[config.mk]
export PLATFORM = sky130hd
export DESIGN_NAME = pulse_train_gen
export DESIGN_NICKNAME = d
export VERILOG_FILES = /design/src/rtl/pulse_train_gen.sv
export SDC_FILE = /design/constraint.sdc
export NUM_CORES = 1
export LEC_CHECK = 0
export BUFFER_PORTS_ARGS = -buffer_cell sky130_fd_sc_hd__buf_2
export CORE_MARGIN = 10
export CORE_UTILIZATION = 63
export DETAILED_ROUTE_END_ITERATION = 8
export GPL_TIMING_DRIVEN = 1
export PLACE_DENSITY = 0.85
export SETUP_SLACK_MARGIN = 0.02
export SLEW_MARGIN = 40
export SYNTH_ARGS = -nofsm -noshare
export SYNTH_HDL_FRONTEND = slang
export SYNTH_SLANG_ARGS = --single-unit
export TNS_END_PERCENT = 10
[constraint.sdc]
create_clock -name clk -period 5.6 [get_ports clk]
set_input_delay 0.28 -clock clk [delete_from_list [all_inputs] [get_ports clk]]
set_output_delay 0.28 -clock clk [all_outputs]
set_load 0.02 [all_outputs]
[src/rtl/pulse_train_gen.sv]
// rtl/pulse_train_gen.sv - programmable high/low pulse train generator with edge strobes
// Optional continuous mode (num_pulses=0 repeats until abort): define PULSE_TRAIN_CONT_EN.
module pulse_train_gen #(
    parameter int CNT_W = 8,
    parameter int NUM_W = 8
) (
    input  logic             clk,
    input  logic             rst_n,
    input  logic             start,
    input  logic             abort,
    input  logic [CNT_W-1:0] high_cycles,
    input  logic [CNT_W-1:0] low_cycles,
    input  logic [NUM_W-1:0] num_pulses,
    output logic             signal_out,
    output logic             rise_strb,
    output logic             fall_strb,
    output logic             busy,
    output logic             done
);

`ifdef PULSE_TRAIN_CONT_EN
    localparam bit CONT_EN = 1'b1;
`else
    localparam bit CONT_EN = 1'b0;
`endif

    typedef enum logic [1:0] {IDLE, HIGH, LOW} state_t;

    state_t           state;
    logic [CNT_W-1:0] phase_cnt;
    logic [CNT_W-1:0] high_lat;
    logic [CNT_W-1:0] low_lat;
    logic [NUM_W-1:0] pulse_cnt;
    logic             cont;

    // Phase reload value; a zero length behaves as a single cycle.
    function automatic logic [CNT_W-1:0] reload(input logic [CNT_W-1:0] len);
        return (len == '0) ? '0 : len - 1'b1;
    endfunction

    always_ff @(posedge clk or negedge rst_n) begin
        if (!rst_n) begin
            state      <= IDLE;
            phase_cnt  <= '0;
            high_lat   <= '0;
            low_lat    <= '0;
            pulse_cnt  <= '0;
            cont       <= 1'b0;
            signal_out <= 1'b0;
            rise_strb  <= 1'b0;
            fall_strb  <= 1'b0;
            busy       <= 1'b0;
            done       <= 1'b0;
        end else begin
            rise_strb <= 1'b0;
            fall_strb <= 1'b0;
            done      <= 1'b0;
            case (state)
                IDLE: begin
                    if (start && !abort) begin
                        if (num_pulses != '0 || CONT_EN) begin
                            high_lat   <= high_cycles;
                            low_lat    <= low_cycles;
                            pulse_cnt  <= num_pulses;
                            cont       <= CONT_EN && (num_pulses == '0);
                            phase_cnt  <= reload(high_cycles);
                            state      <= HIGH;
                            signal_out <= 1'b1;
                            rise_strb  <= 1'b1;
                            busy       <= 1'b1;
                        end else begin
                            done <= 1'b1;
                        end
                    end
                end
                HIGH, LOW: begin
                    // Abort outranks any phase transition due in the same cycle.
                    if (abort) begin
                        state      <= IDLE;
                        signal_out <= 1'b0;
                        fall_strb  <= signal_out;
                        busy       <= 1'b0;
                    end else if (phase_cnt != '0) begin
                        phase_cnt <= phase_cnt - 1'b1;
                    end else if (state == HIGH) begin
                        state      <= LOW;
                        signal_out <= 1'b0;
                        fall_strb  <= 1'b1;
                        phase_cnt  <= reload(low_lat);
                        if (!cont) begin
                            pulse_cnt <= pulse_cnt - 1'b1;
                        end
                    end else if (cont || pulse_cnt != '0) begin
                        state      <= HIGH;
                        signal_out <= 1'b1;
                        rise_strb  <= 1'b1;
                        phase_cnt  <= reload(high_lat);
                    end else begin
                        state <= IDLE;
                        busy  <= 1'b0;
                        done  <= 1'b1;
                    end
                end
                default: begin
                    state      <= IDLE;
                    signal_out <= 1'b0;
                    busy       <= 1'b0;
                end
            endcase
        end
    end

endmodule

======== Word level (Yosys, flattened, before mapping) ========
Cells that the tools add are included.
storage, ports and cells
  bits of input ports ..................... 28
  logic and storage cells ................. 97
  register bits ........................... 39
operators by class
  eq/ne operators ......................... 12
  multiplexer cells ....................... 53
  reductions and logical operators ........ 17
  add/subtract/negate cells ............... 5
operator list
  operator                                              count
  two-way mux 8 bit                                     14
  subtractor 8 x 1 -> 8 bit (second input constant)     5
  case mux 8 bit (2 select lines)                       2
  two-way mux 1 bit                                     27
  logical NOT 8 bit                                     3
  nonzero test 8 bit                                    3
  two-way mux 2 bit                                     5
  != test 2 bit (second input constant)                 5
  AND reduction 5 bit                                   2
  != test 3 bit (second input constant)                 3
  != test 4 bit (second input constant)                 2
  case mux 1 bit (2 select lines)                       4
  AND reduction 3 bit                                   2
  AND reduction 6 bit                                   1
  case mux 2 bit (2 select lines)                       1
  AND reduction 4 bit                                   1
  equality test 2 x 1 -> 1 bit (second input constant)  1
  equality test 2 bit (second input constant)           1
  logical NOT 2 bit                                     1
  nonzero test 2 bit                                    1
  OR reduction 2 bit                                    1
  logical AND 1 bit                                     1
  logical NOT 1 bit                                     1

======== Longest topological paths before layout ========
Gate-level depths: netlist of run 1.
  depth in word-level cells ............... 7
  gate-level depth with buffers ........... 9

======== Worst setup path before layout of run 1 ========
Ideal clock, no wire load.
  path type ............................... reg2reg
  from .................................... register state[0]
  to ...................................... register signal_out
  path slack .............................. 3538 ps
  buffers on the path ..................... 2
  cell stages (with the launch flop) ...... 9
  library setup time ...................... 122 ps
  data arrival time ....................... 1940 ps
  path through ............................ dfrtp_1 inv_1 ha_1 clkbuf_8 inv_1 buf_6 nor3_1 mux2_2 a32o_1
between the ends
  longest elaborated chain between the ends .. 5
  elaborated cells between the ends (all ways) .. 13
  classes of those cells .................. eq/ne: 6; mux: 4; reduce/logical: 3
RTL lines
  element                          RTL line  text
  start, declared                  29        state_t state;
  start signal, assigned           43        state <= IDLE;
  start signal, assigned           67        state <= HIGH;
  start signal, assigned           79        state <= IDLE;
  equality test 2 x 1 -> 1 bit     58, 85
  two-way mux 1 bit                85        end else if (state == HIGH) begin
  two-way mux 1 bit                83        end else if (phase_cnt != '0) begin
  two-way mux 1 bit                78        if (abort) begin
  case mux 1 bit (2 select lines)  58        case (state)
  end signal, assigned             68        signal_out <= 1'b1;
  end signal, assigned             80        signal_out <= 1'b0;
  end signal, assigned             87        signal_out <= 1'b0;
  end, declared                    14        output logic signal_out,
Parallel ways exist; a longest one is shown, timed or not. The select of a mux whose other input is x is not followed.
A chain may end at the register's enable or synchronous reset.

======== Worst setup path in the final report of run 1 ========
  from .................................... register state[1]
  to ...................................... register signal_out
Same word-level chain as after synthesis.

==> impl_metrics.tcl, run 1 <==
set metrics [dict create \
    status "finished, final reports clean" \
    async_flop_share 1.000 \
    cts_buffer_depth 2 \
    synthTopCellsByCount "dfrtp_1, nor2_1, nand2_1, inv_1, o21ai_0" \
    synth_seq_area_share 0.3355 \
    dp.cells 380 \
    rsz0062_at_grt "no" \
    first_global_vias 2385 \
    dr.pass1.iters 4 \
    cts_resized 0 \
    cpMostUsedCell "inv_1" \
    ys.flop_type "dfrtp_1" \
    final_cells 389 \
    finClkSkew_ns 0.005546 \
    avgSynthCellArea_um2 9.507 \
    final_util 0.7120 \
    hold_start "low_cycles[1]" \
    hold_viol_final 0 \
    diodes 0 \
    worst_slew_pin_slew_ns 0.7263 \
    final_nets 377 \
    vias 2512 \
    grt_pass1_wl_um 11070 \
    insertion_delay_ns 0.30 \
    place_congestion 0.8704 \
    hpwl_um 5088 \
    antenna_left 0 \
    timing.fmax_mhz 371.0 \
    die-area_um2 7735 \
    worst-setup-path-type "flip-flop to flip-flop" \
    clk_pin_slew_ns 0.08 \
    synthToLayoutAreaGrowth_pct 8.043 \
    cts_root_buffer "clkbuf_8" \
    synth_top_area_frac 0.3355 \
    slew_headroom 0.5113 \
    worstPathArrival_ns 2.88 \
    postCtsSetupRepairBufs 0 \
    slew_viol_final 0 \
    cp-start-kind "flip-flop" \
    cts_hold_buffers 1 \
    cts.sinks 39 \
    ys_types 65 \
    synth_edf_count 0 \
    synth_area_um2 2909 \
    cp_max_fo 26 \
    maxCapViolations 0 \
    final_area_um2 3143 \
    overflow 0 \
    synth_nets 347 \
    post_drt_via_cell_ratio 6.458 \
    grt_max_degree 40 \
    hold_ws_ns 0.1888 \
    period_minus_slack_ns 2.695 \
    drt-initial-drc-count 332 \
    wl_per_cell_um 17.53 \
    io_buffers 32 \
    r2r_start "state[1]" \
    crit_path_start "state[1]" \
    htreeDepth 2 \
    fin_crit_sh 0.4813 \
    crit_required_ns 5.78 \
    finalSetupViolations 0 \
    yosys_register_bits 39 \
    grtUsageTotal 0.1749 \
    synth_cells 306 \
    hold_class "input port to flip-flop" \
    yosysWarnings 0 \
    routed_wl_um 6820 \
    cp.buffers_inverters 2 \
    tns_ns 0 \
    synth_most_common_cell "dfrtp_1" \
    drc_errors 0 \
    cpLargestDelayFamily "adder cells" \
    peakVddDrop_mv 0.3325 \
    dpl_cell_area_um2 3038 \
    start_util 0.6590 \
    drive_above_1_share 0.2522 \
    yosys.area.top_type "dfrtp_1" \
    power_density_nw_per_um2 572.3 \
    die_height_um 87.95 \
    slowest_stage "ha_2" \
    die_w_um 87.95 \
    crit_chain "inv_1 > ha_2 > inv_1 > nor3_1 > mux2_2 > a32o_1" \
    io_pins 33 \
    cts_tree "yes" \
    crit_path_end_kind "flip-flop" \
    num_rows 24 \
    core_area_um2 4414 \
    cts-buffers-inserted 5 \
    p_leak_uw 0.001290 \
    yosys-top-cells-area "dfrtp_1, ha_1, mux2_2, xnor2_1, nor2_1" \
    max_stage_delay_ns 0.67 \
    antenna_found_initial 0 \
]
## final cells by class
class / instances / area [µm²]
fillers: 346 / 1271
well taps: 52 / 65.06
repair buffers: 34 / 180.2
inverters: 20 / 75.07
multi-input cells: 236 / 1754
clock buffers: 5 / 68.82
flip-flops and latches: 39 / 975.9
clock inverters: 3 / 23.77
## final timing paths
kind	to	slack, ns	cells past startpoint
max reg2reg	signal_out	2.90	6
max in group asynchronous	rise_strb	4.77	2
min in group asynchronous	phase_cnt[2]	0.49	2
max	signal_out	2.90	6
min reg2reg	busy	0.50	1
min	low_lat[1]	0.19	3
## metrics by stage
stage / total power, µW / setup WS (ns)
2_1_floorplan: 1392 / 3.538
5_1_grt: 1934 / 2.766
4_1_cts: 1782 / 2.556
3_3_place_gp: 1532 / 2.752
6_report: 1799 / 2.905
3_5_place_dp: 1574 / 2.579
## flip-flops by register name (all words and copies together), names as in the netlist
register,cells
busy,1
done,1
fall_strb,1
high_lat,8
low_lat,8
phase_cnt,8
pulse_cnt,8
rise_strb,1
signal_out,1
state,2
## where the power goes
group          total, µW  switching, µW  leakage [µW]  internal [µW]
Combinational       1030            591      0.000770            444
Sequential           566            152      0.000479            414
Clock                198            109     0.0000408           89.0
## routing by layer
layer  track usage  vias up  wire length [µm]
li1              -     1208                 -
met1        0.2124     1210              2959
met2        0.2950       77              3326
met3       0.04364       17               393
met4       0.05797        0               140
met5             0        -                 0
## logic make-up (layout without fill, tap and decap cells)
group | count (synthesis) | in the layout | synth area share
AND/OR/NAND/NOR | 105 | 105 | 0.2112
AO/OA/AOI/OAI | 89 | 89 | 0.2353
flip-flops | 39 | 39 | 0.3355
buffers and inverters | 31 | 62 | 0.06236
multiplexers | 16 | 16 | 0.06065
adder cells (fa/ha/maj) | 13 | 13 | 0.05592
XOR/XNOR | 13 | 13 | 0.03914
## placed cells by master, fill, tap and decap left out, types with 2 or more instances in the layout
master      count
a211oi_1        7
a21o_1          2
a21oi_1        11
a2bb2oi_1       3
a311oi_1        2
a31o_2          2
a31oi_1         4
buf_2          31
buf_4           2
clkbuf_8        5
clkinvlp_4      2
dfrtp_1        39
ha_1           12
inv_1          20
mux2_2         12
mux2i_1         3
nand2_1        21
nand2b_1        3
nand3_1         4
nor2_1         23
nor2b_1         3
nor3_1         10
nor3_2          6
nor3b_1         8
nor4_1          4
o211ai_1        3
o21ai_0        16
o21ai_1         2
o21bai_1        3
o221ai_1        2
o22ai_1         4
o31ai_1         6
o32ai_1         3
or2_2           5
or3_1           3
or4_1           5
or4_4           4
xnor2_1        11
xor2_1          2
## worst min-delay path: cells and delay by family
family          cells  cell delay, ns
compound gates      1            0.06
simple gates        1            0.04
buf+inv             1            0.07
(Power assumes the default switching activity.)
==> run 2: changes to the inputs <==
--- a/config.mk
+++ b/config.mk
@@ -7,10 +7,10 @@
 export LEC_CHECK = 0
 export BUFFER_PORTS_ARGS = -buffer_cell sky130_fd_sc_hd__buf_2
 export CORE_MARGIN = 10
-export CORE_UTILIZATION = 63
+export CORE_UTILIZATION = 59
 export DETAILED_ROUTE_END_ITERATION = 8
 export GPL_TIMING_DRIVEN = 1
-export PLACE_DENSITY = 0.85
+export PLACE_DENSITY = 0.8
 export SETUP_SLACK_MARGIN = 0.02
 export SLEW_MARGIN = 40
 export SYNTH_ARGS = -nofsm -noshare
==> constraint.sdc (replaced) <==
create_clock -name clk -period 2.5 [get_ports clk]
set_input_delay 0.125 -clock clk [delete_from_list [all_inputs] [get_ports clk]]
set_output_delay 0.125 -clock clk [all_outputs]
set_load 0.02 [all_outputs]
==> run 2 against run 1 <==
Via count is 2.0% lower; clock skew is 0.0021 ns higher; critical path depth up 1; sequential cell count unchanged; final cell count is 5.4% higher; setup slack got worse by 2.6 ns; non-clock buffer count up 6; clock power is 120% higher; routed wire length shrank 1.8%; critical endpoint is now pulse_cnt[3]; highest routed layer unchanged.
==> impl_metrics.tcl, run 2 (synthesis results as in run 1) <==
set metrics [dict create \
    crit_required_ns 2.69 \
    cts_buffer_depth 2 \
    grtUsageTotal 0.1655 \
    drt-met1-wl_um 2962 \
    status "finished, final reports clean" \
    insertion_delay_ns 0.30 \
    io_pins 33 \
    final_cells 410 \
    tns_ns 0 \
    wl_per_cell_um 16.33 \
    place_congestion 0.8952 \
    grt_max_degree 40 \
    layout_commonest_cell "dfrtp_1" \
    period_minus_slack_ns 2.166 \
    p_switching_uw 1887 \
    drt-initial-drc-count 291 \
    finClkSkew_ns 0.007694 \
    antenna_found_initial 0 \
    maxCapViolations 0 \
    top_layer "met4" \
    vias 2463 \
    drive_above_1_share 0.2624 \
    cp_max_fo 16 \
    first_global_vias 2435 \
    cts_root_buffer "clkbuf_8" \
    core_area_um2 4755 \
    antenna_left 0 \
    die-area_um2 8140 \
    final_nets 383 \
    grt_pass1_wl_um 11450 \
    dp.cells 401 \
    peakVddDrop_mv 0.6720 \
    slew_headroom 0.6594 \
    cts_tree "yes" \
    routed_wl_um 6696 \
    start_util 0.6118 \
    slew_viol_final 0 \
    worstPathArrival_ns 2.35 \
    worst_slew_pin_slew_ns 0.5110 \
    seqPwrFrac 0.311 \
    io_buffers 32 \
    p_int_uw 2173 \
    dr_wl_met3_um 340 \
    power.share.combinational 0.581 \
    p_clk_frac 0.107 \
    cts_resized 0 \
    layout_common_cells "dfrtp_1, buf_2, nor2_1" \
    fin_crit_sh 0.8663 \
    p_leak_uw 0.001319 \
    wl_met2_um 3273 \
    hold_class "input port to flip-flop" \
    drc_errors 0 \
    hpwl_um 5145 \
    die_w_um 90.22 \
    htreeDepth 2 \
    nFillCells 390 \
    overflow 0 \
    num_rows 25 \
    synthToLayoutAreaGrowth_pct 10.02 \
    finalSetupViolations 0 \
    cts.sinks 39 \
    rsz0062_at_grt "no" \
    diodes 0 \
    post_drt_via_cell_ratio 6.007 \
    clk_pin_slew_ns 0.08 \
    timing.fmax_mhz 461.7 \
    swShare 0.4648 \
    power_density_nw_per_um2 1268 \
    worst-setup-path-type "flip-flop to flip-flop" \
    die_height_um 90.22 \
    hold_viol_final 0 \
    dr.pass1.iters 4 \
    crit_path_end_kind "flip-flop" \
    cp-start-kind "flip-flop" \
    cts-buffers-inserted 5 \
]
## run 2: layer usage
metal / global-route usage / up-vias
met5: 0 / -
met4: 0.05305 / 0
met3: 0.04323 / 11
met2: 0.2803 / 65
met1: 0.1993 / 1170
li1: - / 1217
## run 2: cell type report
class,count,area [µm²],area share
Inverter,20,75.07,0.02346
Clock inverter,3,20.02,0.006255
Multi-Input combinational cell,236,1752,0.5473
Clock buffer,5,68.82,0.02150
Tap cell,67,83.83,0.02619
Sequential cell,39,975.9,0.3049
Timing Repair Buffer,40,225.2,0.07037
## run 2: power by group through the flow
stage,registers (µW),clock network (µW),logic [µW]
after detailed placement,1270,0,2340
after global placement,1260,0,2280
after floorplan,1220,0,1890
final,1260,435,2360
after global routing,1320,471,2620
after CTS,1260,446,2350
## run 2: worst max-delay path, cell delays in order, from the launching register on
cell	delay (ns)
dfrtp_1	0.38
inv_1	0.08
ha_1	0.46
buf_4	0.24
nand2b_1	0.10
a211o_2	0.45
o21ai_0	0.23
a211oi_1	0.10
## run 2: per-stage QoR
step                power, µW  worst slack (ns)  utilization  hold slack, ns  area (µm²)
CTS                      4058            0.3262       0.6732         0.03904        3201
detailed placement       3608            0.3486       0.6524          0.1356        3102
global placement         3545            0.4077       0.6518          0.2973        3099
finish                   4059            0.3343       0.6732         0.04501        3201
global route             4408            0.1502       0.6732         0.04827        3201
floorplan                3118            0.4384            -         -0.1706        2909
## run 2: repair_timing
item / CTS / global route
hold endpoints to repair: 39 / 0
hold buffers: 1 / 0
setup buffers: 0 / 0
## run 2: path summary, 6_finish.rpt
kind | start | end | slack (ns) | cells past startpoint
setup / recovery | state[0] | pulse_cnt[3] | 0.33 | 7
hold / removal | low_cycles[1] | low_lat[1] | 0.05 | 3
hold reg to reg | busy | busy | 0.50 | 1
setup reg to reg | state[0] | pulse_cnt[3] | 0.33 | 7
min in group asynchronous | rst_n | phase_cnt[5] | 0.33 | 2
max in group asynchronous | rst_n | high_lat[3] | 1.81 | 2
==> run 3: changes to the inputs <==
--- a/config.mk
+++ b/config.mk
@@ -6,6 +6,7 @@
 export NUM_CORES = 1
 export LEC_CHECK = 0
 export BUFFER_PORTS_ARGS = -buffer_cell sky130_fd_sc_hd__buf_2
+export CORE_ASPECT_RATIO = 1.1
 export CORE_MARGIN = 10
 export CORE_UTILIZATION = 59
 export DETAILED_ROUTE_END_ITERATION = 8
==> constraint.sdc (replaced) <==
create_clock -name clk -period 2.3 [get_ports clk]
set_input_delay 0.115 -clock clk [delete_from_list [all_inputs] [get_ports clk]]
set_output_delay 0.115 -clock clk [all_outputs]
set_load 0.02 [all_outputs]
==> run 3 against run 2 <==
Clock-buffer cell count unchanged; first-iteration DRC count decreased by 64%; clock power increased by 62%; largest cell class unchanged.
==> impl_metrics.tcl, run 3 (synthesis results as in run 1) <==
set metrics [dict create \
    status "finished, final reports clean" \
    antenna_left 0 \
    crit_required_ns 2.48 \
    hold_class "input port to flip-flop" \
    die-area_um2 8142 \
    peakVddDrop_mv 0.7299 \
    grt_max_degree 40 \
    io_pins 33 \
    io_buffers 32 \
    post_drt_via_cell_ratio 6.257 \
    cts_root_buffer "clkbuf_8" \
    die_height_um 93.65 \
    drive_above_1_share 0.2667 \
    htreeDepth 2 \
    die_w_um 86.95 \
    dr_wl_met3_um 328 \
    power_density_nw_per_um2 1439 \
    drt-initial-drc-count 104 \
    slew_headroom 0.6570 \
    antenna_found_initial 0 \
    final_nets 385 \
    dr.pass1.iters 4 \
    rsz0062_at_grt "no" \
    fin_crit_sh 0.9228 \
    routed_wl_um 6886 \
    cp-start-kind "flip-flop" \
    wl_per_cell_um 17.17 \
    cp_max_fo 16 \
    slew_viol_final 0 \
    hold_ws_ns 0.01763 \
    layout_common_cells "dfrtp_1, buf_2, nor2_1" \
    cts_tree "yes" \
    maxCapViolations 0 \
    clk_pin_slew_ns 0.09 \
    drc_errors 0 \
    synthToLayoutAreaGrowth_pct 11.70 \
    finalSetupViolations 0 \
    insertion_delay_ns 0.30 \
    period_minus_slack_ns 2.122 \
    cts-buffers-inserted 5 \
    grtUsageTotal 0.1763 \
    top_layer "met4" \
    diodes 0 \
    num_rows 26 \
    hpwl_um 5124 \
    start_util 0.6167 \
    postCtsSetupRepairBufs 0 \
    crit_path_end_kind "flip-flop" \
    tns_ns 0 \
    cts.sinks 39 \
    worst_slew_pin_slew_ns 0.5145 \
    worst-setup-path-type "flip-flop to flip-flop" \
    cts_buffer_depth 2 \
    dp_slack_ns 0.2161 \
    vias 2509 \
    finClkSkew_ns 0.008181 \
    final_util 0.6889 \
    first_global_vias 2581 \
    drt-met1-wl_um 2829 \
    place_congestion 0.9241 \
    p_leak_uw 0.001353 \
    design_power_total_uw 4675 \
    wl_met2_um 3480 \
    hold_viol_final 0 \
    timing.fmax_mhz 471.2 \
    grt_pass1_wl_um 11750 \
    core_area_um2 4717 \
    layout_commonest_cell "dfrtp_1" \
    worst_slack_ns 0.1775 \
    worstPathArrival_ns 2.30 \
    overflow 0 \
]
-- run 3: changes by cell type in the layout (fill, tap and decap cells not counted), sizes merged --
cell and delta:
clkinvlp -1, buf +2, clkinv -1, bufinv +2
-- run 3: worst max-delay path: stages (launching register included) --
cell      delay [ns]
dfrtp_1         0.45
nor4_4          0.50
a41oi_1         0.24
a211o_2         0.50
o21ai_0         0.20
a211oi_1        0.10
-- run 3: worst paths after layout --
kind                                     from           end  slack [ns]  cells after the start
worst min register to register           busy          busy        0.51                      1
worst min-delay path            low_cycles[1]    low_lat[1]        0.02                      3
max in group asynchronous               rst_n   high_lat[5]        1.61                      2
min in group asynchronous               rst_n  pulse_cnt[0]        0.31                      2
worst max register to register   phase_cnt[3]  pulse_cnt[3]        0.18                      5
worst max-delay path             phase_cnt[3]  pulse_cnt[3]        0.18                      5
-- run 3: through the flow --
step	instance area, µm²	cells
CTS	3249	401
finish	3249	401
global route	3249	401
detailed placement	3103	392
floorplan	2909	306
global placement	3100	392
-- run 3: where the power goes --
group,leakage (µW),internal (µW),switching (µW),total (µW)
combinational,0.000809,1170,1420,2590
sequential,0.000479,1010,373,1380
clock,0.0000644,433,273,706
-- run 3: final cells by class --
class                      count  area, µm²
fill                         374       1468
clock inverter                 3      67.56
sequential                    39      975.9
timing repair buffer          42      240.2
inverter                      20      75.07
clock buffer                   5      68.82
tap                           56      70.07
multi-input combinational    236       1752
-- run 3: what timing repair did --
item | CTS | global route
gates resized for setup | 0 | 0
hold endpoints to repair | 39 | 0
hold buffers | 1 | 0
-- run 3: metal layers --
metal / GRT usage / up-vias
met4: 0.09595 / 0
met2: 0.3044 / 60
met5: 0 / -
li1: - / 1217
met3: 0.04080 / 22
met1: 0.1934 / 1210
